## src/rtl/fifo1_wr_arb.sv

```systemverilog
// Round-robin arbiter sharing the fifo1_sram write port among NREQ requesters.
// Each grant is a burst of up to BURST words, throttled combinationally by wfull.
module fifo1_wr_arb #(
    parameter int unsigned DSIZE = 8,
    parameter int unsigned NREQ  = 4,
    parameter int unsigned BURST = 4,
    localparam int unsigned OW   = $clog2(NREQ)
) (
    input  logic                  wclk,
    input  logic                  wrst,
    input  logic [NREQ-1:0]       req,
    input  logic [NREQ*DSIZE-1:0] wdata_req,
    input  logic                  wfull,
    output logic                  winc,
    output logic [DSIZE-1:0]      wdata_in,
    output logic [NREQ-1:0]       gnt,
    output logic                  busy,
    output logic [OW-1:0]         owner
);

    typedef enum logic {StIdle, StBurst} state_e;

    state_e        state_q, state_d;
    logic [OW-1:0] owner_q, owner_d;
    logic [OW-1:0] last_q, last_d;
    logic [7:0]    cnt_q, cnt_d;
    logic [OW-1:0] pick;
    logic [31:0]   idx;
    logic          found;
    logic          own_req;
    logic          in_burst;

    // First requesting index after the last grant, wrapping modulo NREQ.
    always_comb begin
        pick  = last_q;
        found = 1'b0;
        idx   = '0;
        for (int unsigned k = 1; k <= NREQ; k++) begin
            idx = (32'(last_q) + k) % NREQ;
            if (!found && req[idx[OW-1:0]]) begin
                pick  = idx[OW-1:0];
                found = 1'b1;
            end
        end
    end

    assign own_req  = req[owner_q];
    assign in_burst = (state_q == StBurst) && !wrst;
    assign winc     = in_burst && own_req && !wfull;
    assign wdata_in = in_burst ? wdata_req[32'(owner_q) * DSIZE +: DSIZE] : '0;
    assign gnt      = winc ? (NREQ'(1) << owner_q) : '0;
    assign busy     = in_burst;
    assign owner    = wrst ? '0 : owner_q;

    always_comb begin
        state_d = state_q;
        owner_d = owner_q;
        last_d  = last_q;
        cnt_d   = cnt_q;
        case (state_q)
            StIdle: begin
                if (found) begin
                    state_d = StBurst;
                    owner_d = pick;
                    last_d  = pick;
                    cnt_d   = '0;
                end
            end
            StBurst: begin
                if (!own_req) begin
                    state_d = StIdle;
                end else if (!wfull) begin
                    if (cnt_q == 8'(BURST - 1)) begin
                        state_d = StIdle;
                    end else begin
                        cnt_d = cnt_q + 8'd1;
                    end
                end
            end
            default: state_d = StIdle;
        endcase
    end

    // last resets to NREQ-1 so requester 0 wins the first arbitration.
    always_ff @(posedge wclk) begin
        if (wrst) begin
            state_q <= StIdle;
            owner_q <= '0;
            last_q  <= OW'(NREQ - 1);
            cnt_q   <= '0;
        end else begin
            state_q <= state_d;
            owner_q <= owner_d;
            last_q  <= last_d;
            cnt_q   <= cnt_d;
        end
    end

endmodule

```

## config.mk

```make
export PLATFORM = sky130hd
export DESIGN_NAME = fifo1_wr_arb
export DESIGN_NICKNAME = d
export VERILOG_FILES = /design/src/rtl/fifo1_wr_arb.sv
export SDC_FILE = /design/constraint.sdc
export NUM_CORES = 1
export LEC_CHECK = 0
export CORE_MARGIN = 2
export CORE_UTILIZATION = 35
export CTS_CLUSTER_SIZE = 30
export DETAILED_ROUTE_END_ITERATION = 8
export PLACE_DENSITY = 0.73
export RECOVER_POWER = 25
export SYNTH_ARGS = -nofsm -noshare
export SYNTH_HDL_FRONTEND = slang
export SYNTH_SLANG_ARGS = --single-unit
```

## constraint.sdc

```tcl
create_clock -name wclk -period 1.9 [get_ports wclk]
set_input_delay 0.38 -clock wclk [delete_from_list [all_inputs] [get_ports wclk]]
set_output_delay 0.38 -clock wclk [all_outputs]
set_load 0.05 [all_outputs]
```

==> out/results.txt <==
outcome = finished with violations
failing checks = design-rule violations, negative setup slack
yosys warns = 0
core region area = 2810 um^2
library cells used by synthesis = 36
#FFs+latches synth = 13
die width = 58.7 um
Vias/cell = 5.56
CP delay by family, top = multiplexers
CTS tree = built
antenna violations before repair = 0
CP Depth = 4
hold depth = 2
mapped cell area = 1050 um^2
max_cap viols = 0
sequential-to-total area share from yosys stat = 0.248
syn_nets = 158
top post-synthesis cells by area = dfxtp_1 (25%), mux4_2 (15%), and3_1 (5.4%), nand2_1 (5.0%), a21oi_1 (4.3%)
pwr dens = 554 nW/um^2
design area = 2030 um^2
max frequency = 499 MHz
final-report setup violation count = 10
initial core utilization = 0.374
CTS buffer count = 3
DR WL/cell = 16.9 um
Final Max Tran Viols = 0
CP bufs+invs = 2
CP arrival = 1.62 ns
Worst Clk Skew = 0.00334 ns
crit-path most repeated cell = buf_12
leakage = 0.786 nW
routability-driven placement congestion ratio = 0.897
peak supply drop = 541 uV
# clock sinks = 13
H-Tree Depth = 1
num rows = 19
Final min period = 2.00 ns
crit path capture type = primary output
Crit Path Class = register to primary output
DRT antenna net count = 0
worst-path cell chain = buf_12 > mux4_2 > and3_4 > buf_12
Syn Inst Count = 118
largest net degree at the start of global routing = 12
slowest stage delay, CP = 0.50 ns
R2R depth = 7
drt first pass iters = 6
Worst Hold Class = register to register
Placed Cells incl. Taps = 213
Final Hold Viols = 0
WL final = 3.72 mm
Worst Tran Pin Value = 0.321 ns
r2r setup slk = 0.14 ns
CP Launch Type = register
post-synth top area cell = dfxtp_1
clk_lat worst skew = 0.28 ns
max_slew headroom = 0.786
WP data required = 1.52 ns
Layout Nets = 230
layout cell share with drive strength beyond 1 = 0.376
ant diodes = 0
Die Y = 58.7 um
post-place setup slack = -0.184 ns
post-route setup slack = -0.104 ns
Final Cycle Share = 1.05
post-synthesis average cell area = 8.89 um^2
top cell type's share of synthesized area = 0.248
Max Fanout on Critical Path = 6
Buffers on Ports = 54
Starting DRT DRC Count = 46
total gr overflow = 0
Total GRT Usage = 0.232
Clock Tree Buf Depth = 2
post-route insts no fill = 220
I/O pin cnt = 55
CP max-delay cell = mux4_2
root buf cell = clkbuf_4
Finished Core Util = 0.723
die area = 3450 um^2
drt drc = 2
CTS clk-pin slew, worst paths = 0.07 ns
placed inst area = 1890 um^2
vias in the first global route = 1279
via count = 1224
RSZ-0062 raised after global routing = yes
post-DP HPWL = 2.86 mm
global-route wire length before repair = 6.11 mm
worst hold slack = 0.498 ns
area grow syn2layout = 93.3%
==> synth_stat cells, drive strengths merged <==
| cell type | count |
|---|---|
| dfxtp | 13 |
| nor2 | 4 |
| o211ai | 1 |
| nand2b | 3 |
| nand2 | 14 |
| clkbuf | 4 |
| nand3 | 3 |
| and3 | 9 |
| or3 | 5 |
| ha | 1 |
| or4 | 1 |
| nand4 | 1 |
| o21ai | 8 |
| nor4b | 1 |
| mux2 | 2 |
| a311oi | 1 |
| buf | 3 |
| and4b | 1 |
| o221ai | 1 |
| nor3 | 2 |
| mux2i | 4 |
| inv | 4 |
| o31ai | 2 |
| or2 | 1 |
| and3b | 1 |
| and2 | 2 |
| nor2b | 4 |
| or4b | 1 |
| and4 | 2 |
| a21oi | 9 |
| a22oi | 1 |
| nor3b | 1 |
| mux4 | 8 |
==> path summary, 6_finish.rpt <==
path	start	to
setup / recovery	owner_q[0]	wdata_in[1]
hold / removal	cnt_q[1]	cnt_q[1]
setup reg to reg	owner_q[0]	cnt_q[2]
hold reg to reg	cnt_q[1]	cnt_q[1]
==> cell usage in the layout, fill, tap and decap left out, types with 2 or more instances in the layout <==
master            n
mux2_4            2
o31ai_1           2
nand3_1           3
a21oi_1           8
nor2b_4           2
o21ai_0           8
dlygate4sd2_1     3
mux4_2            8
dfxtp_1          10
clkbuf_4          4
buf_12           16
buf_4            14
dfxtp_4           2
or3_1             5
clkdlybuf4s50_1  35
nor2_1            4
clkbuf_1          2
nor2b_1           2
mux2i_1           4
inv_1             4
buf_6             3
nand2b_1          2
nand2_1          14
and3_4            9
==> kinds of logic after synthesis <==
family / after synthesis / share of synthesized area
flops: 13 / 0.248
mux: 14 / 0.242
simple gates: 56 / 0.311
buf+inv: 11 / 0.0549
compound gates: 23 / 0.131
fa+ha+maj: 1 / 0.0119
==> registers in the layout, indices dropped and copies added (netlist names) <==
name / count
cnt_q: 8
last_q: 2
owner_q: 2
state_q: 1
==> worst min-delay path, cell delays in order, from the launching register on <==
cell and delay (ns):
dfxtp_1 0.33, nand2_1 0.06, mux2i_1 0.06
==> stage by stage <==
step	TNS, ns	power, mW
final	-0.835	1.12
after global routing	-1.32	1.18
after CTS	-0.960	1.12
after detailed placement	-2.14	0.882
after global placement	-1.50	0.868
after floorplan	-0.666	0.612
==> timing repair <==
| item | CTS | global route |
|---|---|---|
| endpoints found under the setup margin | 13 | 17 |
| setup buffers | 5 | 0 |
| cloned | 1 | 0 |
| hold buffers | 0 | 0 |
| gates resized for setup | 20 | 8 |
| pin swaps | 7 | 7 |
==> power by group <==
group	leakage (nW)	internal, mW	total, mW	switching, mW
combinational	0.663	0.363	0.625	0.262
sequential	0.108	0.295	0.327	0.0316
clock	0.0150	0.0816	0.171	0.0896
total	0.786	0.739	1.12	0.383
==> routing by layer <==
metal	share of wire	track usage
met2	0.57	0.444
met3	0.038	0.0571
met1	0.38	0.265
met5	0	0
met4	0.011	0.0227
==> area by class of cell <==
class / count / area (um^2)
multi-input combinational: 94 / 803
timing repair buffer: 74 / 875
clock buffer: 4 / 26.3
sequential: 13 / 269
inverter: 4 / 15.0
tap: 31 / 38.8
fill: 203 / 778
No activity file was read; power rests on OpenSTA's default activity.
